File: src/rtl/tlk2711_pkg.sv
// tlk2711_pkg: shared constants and enums for the TLK2711 transmit framer.
// Holds the 8b/10b code bytes, framed word constants, mode and frame-state
// enums, and a helper that folds reserved mode codes onto NORM.
package tlk2711_pkg;
    localparam logic [7:0]  K28_5   = 8'hBC;
    localparam logic [7:0]  D5_6    = 8'hC5;
    localparam logic [7:0]  D11_5   = 8'hAB;
    localparam logic [15:0] W_IDLE  = {K28_5, D5_6};
    localparam logic [15:0] W_HEAD  = {K28_5, D11_5};
    localparam logic [15:0] W_TAIL  = {D11_5, K28_5};
    localparam logic [15:0] W_KCODE = {K28_5, K28_5};

    typedef enum logic [2:0] {
        MODE_NORM  = 3'd0,
        MODE_LOOP  = 3'd1,
        MODE_KCODE = 3'd2,
        MODE_PRBS  = 3'd3
    } mode_e;

    typedef enum logic [3:0] {
        ST_IDLE, ST_HEAD, ST_TYPE, ST_END_FLAG, ST_COUNT,
        ST_LENGTH, ST_DATA, ST_CSUM, ST_TAIL
    } frame_state_e;

    function automatic mode_e decode_mode(input logic [2:0] m);
        return (m > 3'd3) ? MODE_NORM : mode_e'(m);
    endfunction
endpackage

File: src/rtl/tlk2711_tx_framer_if.sv
// tlk2711_tx_framer_if: DMA beat stream feeding the framer.
//   i_dma_data/keep/valid/last : beat from the source (master)
//   o_dma_ready                : beat acceptance from the framer (slave)
interface tlk2711_tx_framer_if #(parameter int DMA_W = 64);
    logic [DMA_W-1:0]   i_dma_data;
    logic               i_dma_valid;
    logic [DMA_W/8-1:0] i_dma_keep;
    logic               i_dma_last;
    logic               o_dma_ready;

    modport master (output i_dma_data, i_dma_valid, i_dma_keep, i_dma_last,
                    input  o_dma_ready);
    modport slave  (input  i_dma_data, i_dma_valid, i_dma_keep, i_dma_last,
                    output o_dma_ready);
endinterface

File: src/rtl/tlk2711_tx_gearbox.sv
// tlk2711_tx_gearbox: splits DMA beats into 16-bit lanes, lane 0 first.
//   beat_data/beat_keep : incoming beat (lane 0 bypassed when buffer empty)
//   take                : beat accepted this cycle
//   send                : a lane leaves this cycle
//   clr                 : drop whatever is buffered
//   full/final_lane     : buffer holds lanes / is on its last lane
//   word                : current lane, bytes with keep=0 forced to zero
module tlk2711_tx_gearbox #(
    parameter int DMA_W = 64
) (
    input  logic               clk,
    input  logic               rst_n,
    input  logic [DMA_W-1:0]   beat_data,
    input  logic [DMA_W/8-1:0] beat_keep,
    input  logic               take,
    input  logic               send,
    input  logic               clr,
    output logic               full,
    output logic               final_lane,
    output logic [15:0]        word
);
    localparam int LANES = DMA_W / 16;
    localparam int IDX_W = (LANES > 1) ? $clog2(LANES) : 1;

    logic [DMA_W-1:0]   buf_data;
    logic [DMA_W/8-1:0] buf_keep;
    logic [IDX_W-1:0]   idx;
    logic [15:0]        lane_d;
    logic [1:0]         lane_k;

    always_comb begin
        lane_d = full ? buf_data[idx*16 +: 16] : beat_data[15:0];
        lane_k = full ? buf_keep[idx*2 +: 2]   : beat_keep[1:0];
        word   = {lane_k[1] ? lane_d[15:8] : 8'h00, lane_k[0] ? lane_d[7:0] : 8'h00};
    end

    assign final_lane = full && (idx == IDX_W'(LANES - 1));

    always_ff @(posedge clk) begin
        if (!rst_n || clr) begin
            full <= 1'b0;
            idx  <= '0;
        end else if (take) begin
            if (full) begin
                // old buffer's final lane leaves now; new beat starts at lane 0
                full <= 1'b1;
                idx  <= '0;
            end else begin
                // lane 0 went out on the bypass path this cycle
                full <= (LANES > 1);
                idx  <= IDX_W'(1);
            end
        end else if (send && full) begin
            if (final_lane) full <= 1'b0;
            else            idx  <= idx + 1'b1;
        end
    end

    always_ff @(posedge clk) begin
        if (take) begin
            buf_data <= beat_data;
            buf_keep <= beat_keep;
        end
    end
endmodule

File: src/rtl/tlk2711_tx_framer.sv
// tlk2711_tx_framer: builds TLK2711 transmit frames from a DMA beat stream.
//   clk, rst_n (sync, active low); dma : beat stream (slave modport)
//   i_send_start/i_frame_type/i_frame_len/i_end_flag : frame request
//   i_mode_set/i_mode : mode load (NORM/LOOP/KCODE/PRBS)
//   o_txd/o_tk*/o_loopen/o_prbsen/o_enable/o_lckrefn/o_testen : PHY side, registered
//   o_busy, o_frame_cnt, o_underrun : status
// Optional: define TLK_TX_CHECKSUM_EN to insert a 16-bit sum word before TAIL.
module tlk2711_tx_framer
    import tlk2711_pkg::*;
#(
    parameter int DMA_W = 64,
    parameter int LEN_W = 16
) (
    input  logic             clk,
    input  logic             rst_n,
    tlk2711_tx_framer_if.slave dma,
    input  logic             i_send_start,
    input  logic [15:0]      i_frame_type,
    input  logic [LEN_W-1:0] i_frame_len,
    input  logic             i_end_flag,
    input  logic             i_mode_set,
    input  logic [2:0]       i_mode,
    output logic [15:0]      o_txd,
    output logic             o_tkmsb,
    output logic             o_tklsb,
    output logic             o_loopen,
    output logic             o_prbsen,
    output logic             o_enable,
    output logic             o_lckrefn,
    output logic             o_testen,
    output logic             o_busy,
    output logic [LEN_W-1:0] o_frame_cnt,
    output logic             o_underrun
);
`ifdef TLK_TX_CHECKSUM_EN
    localparam frame_state_e ST_POST = ST_CSUM;
    logic [15:0] csum;
`else
    localparam frame_state_e ST_POST = ST_TAIL;
`endif

    frame_state_e     state, state_nxt;
    mode_e            mode, mode_nxt, pend_mode;
    logic             pend_vld;
    logic [15:0]      lat_type;
    logic [LEN_W-1:0] lat_len, wc;
    logic [LEN_W:0]   wc_inc;
    logic             lat_end, last_seen;
    logic             in_data, start_ok, take, send, pad, done;
    logic             gb_full, gb_final;
    logic [15:0]      gb_word, data_word, txd_d;
    logic             tkmsb_d, tklsb_d, urun_d;

    // Mode seen by this cycle's decisions: a strobe or pending load lands in IDLE.
    always_comb begin
        mode_nxt = mode;
        if (state == ST_IDLE) begin
            if (i_mode_set)    mode_nxt = decode_mode(i_mode);
            else if (pend_vld) mode_nxt = pend_mode;
        end
    end

    assign start_ok  = (state == ST_IDLE) && i_send_start &&
                       (mode_nxt == MODE_NORM || mode_nxt == MODE_LOOP);
    assign in_data   = (state == ST_DATA);
    assign wc_inc    = {1'b0, wc} + 1'b1;
    assign pad       = last_seen && !gb_full;
    // Never pull a beat the frame cannot use: stop once the last word is going out.
    assign dma.o_dma_ready = rst_n && in_data && !last_seen &&
                             (!gb_full || (gb_final && (wc_inc != {1'b0, lat_len})));
    assign take      = dma.i_dma_valid && dma.o_dma_ready;
    assign send      = in_data && (gb_full || pad || take);
    assign done      = send && (wc_inc == {1'b0, lat_len});
    assign data_word = pad ? 16'h0000 : gb_word;
    assign o_busy    = (state != ST_IDLE);

    tlk2711_tx_gearbox #(.DMA_W(DMA_W)) u_gearbox (
        .clk        (clk),
        .rst_n      (rst_n),
        .beat_data  (dma.i_dma_data),
        .beat_keep  (dma.i_dma_keep),
        .take       (take),
        .send       (send),
        .clr        (!in_data || done),
        .full       (gb_full),
        .final_lane (gb_final),
        .word       (gb_word)
    );

    always_comb begin
        state_nxt = state;
        case (state)
            ST_IDLE:     if (start_ok) state_nxt = ST_HEAD;
            ST_HEAD:     state_nxt = ST_TYPE;
            ST_TYPE:     state_nxt = ST_END_FLAG;
            ST_END_FLAG: state_nxt = ST_COUNT;
            ST_COUNT:    state_nxt = ST_LENGTH;
            ST_LENGTH:   state_nxt = (lat_len == '0) ? ST_POST : ST_DATA;
            ST_DATA:     if (done) state_nxt = ST_POST;
            ST_CSUM:     state_nxt = ST_TAIL;
            ST_TAIL:     state_nxt = ST_IDLE;
            default:     state_nxt = ST_IDLE;
        endcase
    end

    always_comb begin
        txd_d   = W_IDLE;
        tkmsb_d = 1'b1;
        tklsb_d = 1'b0;
        urun_d  = 1'b0;
        case (state)
            ST_IDLE: begin
                if (mode_nxt == MODE_KCODE) begin
                    txd_d   = W_KCODE;
                    tklsb_d = 1'b1;
                end else if (mode_nxt == MODE_PRBS) begin
                    txd_d   = 16'h0000;
                    tkmsb_d = 1'b0;
                end
            end
            ST_HEAD:     txd_d = W_HEAD;
            ST_TYPE:     begin txd_d = lat_type;           tkmsb_d = 1'b0; end
            ST_END_FLAG: begin txd_d = {15'b0, lat_end};   tkmsb_d = 1'b0; end
            ST_COUNT:    begin txd_d = 16'(o_frame_cnt);   tkmsb_d = 1'b0; end
            ST_LENGTH:   begin txd_d = 16'(lat_len);       tkmsb_d = 1'b0; end
            ST_DATA: begin
                if (send) begin
                    txd_d   = data_word;
                    tkmsb_d = 1'b0;
                end else begin
                    urun_d  = 1'b1;   // starved: idle fill, not counted
                end
            end
            ST_CSUM: begin
`ifdef TLK_TX_CHECKSUM_EN
                txd_d = csum;
`else
                txd_d = 16'h0000;
`endif
                tkmsb_d = 1'b0;
            end
            ST_TAIL:     begin txd_d = W_TAIL; tkmsb_d = 1'b0; tklsb_d = 1'b1; end
            default: ;
        endcase
    end

    always_ff @(posedge clk) begin
        if (!rst_n) begin
            state       <= ST_IDLE;
            mode        <= MODE_NORM;
            pend_mode   <= MODE_NORM;
            pend_vld    <= 1'b0;
            lat_type    <= '0;
            lat_len     <= '0;
            lat_end     <= 1'b0;
            wc          <= '0;
            last_seen   <= 1'b0;
            o_frame_cnt <= '0;
            o_txd       <= '0;
            o_tkmsb     <= 1'b0;
            o_tklsb     <= 1'b0;
            o_loopen    <= 1'b0;
            o_prbsen    <= 1'b0;
            o_enable    <= 1'b0;
            o_lckrefn   <= 1'b0;
            o_testen    <= 1'b0;
            o_underrun  <= 1'b0;
        end else begin
            state <= state_nxt;
            mode  <= mode_nxt;
            if (state != ST_IDLE && i_mode_set) begin
                pend_vld  <= 1'b1;
                pend_mode <= decode_mode(i_mode);
            end else if (state == ST_IDLE) begin
                pend_vld  <= 1'b0;
            end
            if (start_ok) begin
                lat_type <= i_frame_type;
                lat_len  <= i_frame_len;
                lat_end  <= i_end_flag;
            end
            if (state == ST_IDLE) begin
                wc        <= '0;
                last_seen <= 1'b0;
            end else begin
                if (send) wc <= wc_inc[LEN_W-1:0];
                if (take && dma.i_dma_last) last_seen <= 1'b1;
            end
            if (state == ST_TAIL) o_frame_cnt <= o_frame_cnt + 1'b1;
            o_txd      <= txd_d;
            o_tkmsb    <= tkmsb_d;
            o_tklsb    <= tklsb_d;
            o_underrun <= urun_d;
            o_loopen   <= (mode_nxt == MODE_LOOP);
            o_prbsen   <= (mode_nxt == MODE_PRBS);
            o_enable   <= 1'b1;
            o_lckrefn  <= 1'b1;
            o_testen   <= 1'b0;
        end
    end

`ifdef TLK_TX_CHECKSUM_EN
    always_ff @(posedge clk) begin
        if (!rst_n || state == ST_IDLE) csum <= '0;
        else if (send)                  csum <= csum + data_word;
    end
`endif
endmodule

File: src/flat_wrapper.sv
// flat-port wrapper written by rule: the top's interface ports become plain ports
module tlk2711_tx_framer_flat import tlk2711_pkg::*;
#(
    parameter int DMA_W = 64,
    parameter int LEN_W = 16
)
  (clk, rst_n, i_send_start, i_frame_type, i_frame_len, i_end_flag, i_mode_set, i_mode, o_txd, o_tkmsb, o_tklsb, o_loopen, o_prbsen, o_enable, o_lckrefn, o_testen, o_busy, o_frame_cnt, o_underrun, dma_i_dma_data, dma_i_dma_valid, dma_i_dma_keep, dma_i_dma_last, dma_o_dma_ready);
  tlk2711_tx_framer_if #(.DMA_W(DMA_W)) dma_i ();
  input  logic clk;
  input  logic rst_n;
  input  logic i_send_start;
  input  logic [15:0] i_frame_type;
  input  logic [LEN_W-1:0] i_frame_len;
  input  logic i_end_flag;
  input  logic i_mode_set;
  input  logic [2:0] i_mode;
  output logic [15:0] o_txd;
  output logic o_tkmsb;
  output logic o_tklsb;
  output logic o_loopen;
  output logic o_prbsen;
  output logic o_enable;
  output logic o_lckrefn;
  output logic o_testen;
  output logic o_busy;
  output logic [LEN_W-1:0] o_frame_cnt;
  output logic o_underrun;
  input wire logic [$bits(dma_i.i_dma_data)-1:0] dma_i_dma_data;
  input wire logic [$bits(dma_i.i_dma_valid)-1:0] dma_i_dma_valid;
  input wire logic [$bits(dma_i.i_dma_keep)-1:0] dma_i_dma_keep;
  input wire logic [$bits(dma_i.i_dma_last)-1:0] dma_i_dma_last;
  output wire logic [$bits(dma_i.o_dma_ready)-1:0] dma_o_dma_ready;
  assign dma_i.i_dma_data = dma_i_dma_data;
  assign dma_i.i_dma_valid = dma_i_dma_valid;
  assign dma_i.i_dma_keep = dma_i_dma_keep;
  assign dma_i.i_dma_last = dma_i_dma_last;
  assign dma_o_dma_ready = dma_i.o_dma_ready;
  tlk2711_tx_framer #(.DMA_W(DMA_W), .LEN_W(LEN_W)) u_core (.clk(clk), .rst_n(rst_n), .dma(dma_i), .i_send_start(i_send_start), .i_frame_type(i_frame_type), .i_frame_len(i_frame_len), .i_end_flag(i_end_flag), .i_mode_set(i_mode_set), .i_mode(i_mode), .o_txd(o_txd), .o_tkmsb(o_tkmsb), .o_tklsb(o_tklsb), .o_loopen(o_loopen), .o_prbsen(o_prbsen), .o_enable(o_enable), .o_lckrefn(o_lckrefn), .o_testen(o_testen), .o_busy(o_busy), .o_frame_cnt(o_frame_cnt), .o_underrun(o_underrun));
endmodule
File: config.mk
export PLATFORM = sky130hd
export DESIGN_NAME = tlk2711_tx_framer_flat
export DESIGN_NICKNAME = d
export VERILOG_FILES = /design/src/rtl/tlk2711_pkg.sv /design/src/rtl/tlk2711_tx_framer_if.sv /design/src/rtl/tlk2711_tx_gearbox.sv /design/src/rtl/tlk2711_tx_framer.sv /design/src/flat_wrapper.sv
export SDC_FILE = /design/constraint.sdc
export NUM_CORES = 1
export LEC_CHECK = 0
export BUFFER_PORTS_ARGS = -buffer_cell sky130_fd_sc_hd__buf_2
export CORE_ASPECT_RATIO = 1.4
export CORE_MARGIN = 5
export CORE_UTILIZATION = 45
export DETAILED_ROUTE_END_ITERATION = 10
export GPL_ROUTABILITY_DRIVEN = 0
export PLACE_DENSITY = 0.78
export SLEW_MARGIN = 20
export SYNTH_ARGS = -nofsm -noshare
export SYNTH_HDL_FRONTEND = slang
export SYNTH_HIERARCHICAL = 1
export SYNTH_SLANG_ARGS = --single-unit
File: constraint.sdc
create_clock -name clk -period 7.3 [get_ports clk]
set_input_delay 1.46 -clock clk [delete_from_list [all_inputs] [get_ports clk]]
set_output_delay 1.46 -clock clk [all_outputs]
set_load 0.1 [all_outputs]
==> qor.yml <==
status:
  status: "completed"
timing:
  fin_crit_ns: 4.98
  fin_worst_skew_ns: 0.0125
  finalCritPeriodShare_pct: 68.2
  hold_viol: 0
  final_max_slew_viol_count: 0
  setup_tns_ns: 0
  setup_viol: 0
  rsz0062_at_grt: "false"
  relSlewSlack_pct: 35.4
  tightest_slew_ns: 0.968
  clock.fmax_mhz: 201
detailed_routing:
  drc_errors: 0
  vias_per_cell: 5.52
  wl_per_cell_microns: 17.9
  wl_microns: 20200
  ant_nets: 0
  vias: 6194
  first_iter_violations: 431
  firstDrtPassIters: 6
power_and_ir_drop:
  p_leak_uw: 0.00355
  combPwrFrac_pct: 32.1
  seqPwrFrac_pct: 39.4
  p_sw_uw: 1180
  powerDensity_mw_per_mm2: 327
  power.internal_uw: 1890
  ir_drop_v: 0.000160
  switching_share_pct: 38.4
  clkPwrFrac_pct: 28.5
clock_network:
  cts_resized: 0
  cts_tree: "done"
  cts_post_setup_buffers_inserted: 0
  clk_latency_ns: 0.43
  path_clk_slew_ns: 0.06
  clockBufferDepth: 2
  cts_sinks: 174
  cts_root_buf: "clkbuf_16"
  holdBufCountCts: 0
  cts_buffers: 17
  ctsHtreeMaxLevel: 4
min_path:
  min_path_type: "reg2reg"
  hp-start: "u_core/pend_mode[2]"
  whs_endpoint: "u_core/pend_mode[2]"
  holdPathStages: 1
global_route:
  grt_pass1_vias: 6114
  grt_start_max_net_pins: 77
  antenna_found_initial: 1
  grt_pass1_wl_microns: 31700
  grt_overflow: 0
  track_usage_pct: 20.0
die:
  die_height_microns: 167
  core_sq_mm: 0.0173
  dieArea_sq_mm: 0.0204
  die_w_microns: 122
  ios: 156
  fp-row-count: 57
  initial_core_util_pct: 45.7
final_layout:
  drive_gt1_share_pct: 23.7
  n_antenna_cell: 0
  area.growth.synth_to_final_pct: 18.3
  final_cells: 1123
  fin_nets: 991
yosys:
  netlist.area_leader.share_pct: 27.3
  synth_edf_count: 72
  ys_seq_elements: 174
  yosys-top-cells-count: "dfxtp_1, nor2_1, edfxtp_1"
  avgSynthCellArea_sq_um: 10.6
  yosys.cell_types.count: 66
  synth_ff_type: "dfxtp_1"
  ys_top_cells_by_area: "edfxtp_1, dfxtp_1, mux2i_1"
  yosysTopAreaCell: "edfxtp_1"
  synthArstFlopShare_pct: 0
  synth.most_common_cell: "dfxtp_1"
  synth_nets: 862
  synth_area_sq_mm: 0.00791
  syn_inst: 745
  synth_seq_area_share_pct: 53.1
  ys_warn_count: 6
critical_path:
  critPathKind: "reg2out"
  cp-end-kind: "output port"
  critPathMaxFanout: 7
  reg2reg_depth: 9
  timing.rr.start: "u_core/wc[0]"
  startpoint_type: "flip-flop"
  arrival_ns: 3.52
  critical_path_required_ns: 5.84
  r2r_slack_ns: 3.77
  regToRegEndpoint: "u_core/u_gearbox/buf_data[44]"
job:
  maxCapViolCount: 0
place:
  hpwl_microns: 14800
  dpl.cell_count: 1091
  port_buffers: 154
==> stage by stage <==
stage	setup slack [ns]	power [uW]	utilization [%]	area [sq um]	hold WS [ns]
finish	2.32	3060	54.0	9360	0.493
global route	2.24	3190	54.0	9360	0.509
CTS	2.39	3080	54.0	9360	0.491
detailed placement	2.87	2200	50.7	8790	0.480
global placement	2.88	2190	50.7	8790	0.472
floorplan	0.909	1980	-	7920	0.453
==> flip-flops by register name, summed over array words and instances, names as in the netlist, 2 cells and up <==
name and flops:
u_core/lat_len 16, u_core/lat_type 16, u_core/mode 3, u_core/o_frame_cnt 16, u_core/o_txd 16, u_core/pend_mode 3
u_core/state 4, u_core/u_gearbox/buf_data 64, u_core/u_gearbox/buf_keep 8, u_core/u_gearbox/idx 2, u_core/wc 16
==> area by class of cell <==
| type | instances | area (sq um) |
|---|---|---|
| multi-input cells | 507 | 3420 |
| well taps | 236 | 295 |
| clock inverters | 15 | 144 |
| inverters | 15 | 56.3 |
| fillers | 1520 | 7970 |
| clock buffers | 17 | 425 |
| repair buffers | 159 | 808 |
| flip-flops and latches | 174 | 4210 |
==> critical path, stage by stage (launching register included) <==
cell and delay (ns):
dfxtp_1 0.45, ha_1 0.28, and4_1 0.38, nand3_1 0.20, mux2_2 0.27, a21oi_1 0.07, o2111ai_1 0.41, a21oi_1 0.20
nor4_1 0.32, buf_2 0.50
==> cells in the final DEF, fill, tap and decap left out, types with 4 or more instances in the layout <==
cell,Yosys,final
edfxtp_1,72,72
a31oi_1,13,13
nand2_1,51,51
nand3_1,24,24
nand3b_1,4,4
a222oi_1,12,12
o31ai_1,4,4
a21oi_1,20,20
and3_1,12,12
o21ai_0,9,9
nor2b_1,4,4
clkbuf_16,0,17
xor2_1,24,24
o21a_1,4,4
and2_1,6,6
a22o_1,16,16
buf_4,8,5
and4_1,5,5
mux2i_1,67,67
inv_1,13,13
o22ai_1,17,17
nand2b_1,10,10
nand4_1,11,11
buf_2,5,154
nor4_1,8,7
xnor2_1,25,25
nor3_1,9,7
dfxtp_1,102,101
nor2_1,98,98
==> power groups by stage <==
| stage | logic [uW] | registers, uW | clock network [uW] |
|---|---|---|---|
| detailed placement | 977 | 1230 | 0 |
| finish | 983 | 1210 | 874 |
| floorplan | 488 | 1490 | 0 |
| CTS | 981 | 1200 | 890 |
| global placement | 967 | 1220 | 0 |
| global route | 1040 | 1220 | 937 |
==> cells by family (layout without fill, tap and decap cells) <==
group	count (synthesis)	after routing	synth area share (%)
AND/OR/NAND/NOR	258	258	16.1
multiplexers	72	72	9.47
XOR/XNOR	49	49	5.42
adder cells (fa/ha/maj)	3	3	0.474
buffers and inverters	64	206	3.89
AO/OA/AOI/OAI	124	124	11.5
flip-flops	174	174	53.1
other	1	1	0.0474
==> how the worst max path moves through the flow <==
| stage | startpoint | endpoint | slack [ns] |
|---|---|---|---|
| global route | u_core/wc[0] | dma_o_dma_ready | 2.24 |
| finish | u_core/wc[0] | dma_o_dma_ready | 2.32 |
| global placement | u_core/wc[0] | dma_o_dma_ready | 2.88 |
| detailed placement | u_core/wc[0] | dma_o_dma_ready | 2.87 |
| floorplan | rst_n | dma_o_dma_ready | 0.91 |
| CTS | u_core/wc[0] | dma_o_dma_ready | 2.39 |
==> per-layer routing <==
layer	part of all wire [%]	up-vias	GRT usage [%]
met5	0.089	-	0
met4	3.0	2	8.14
met3	8.5	42	5.50
met2	50	262	33.3
met1	39	2899	24.2
li1	-	2989	-
No activity file was read; power rests on OpenSTA's default activity.
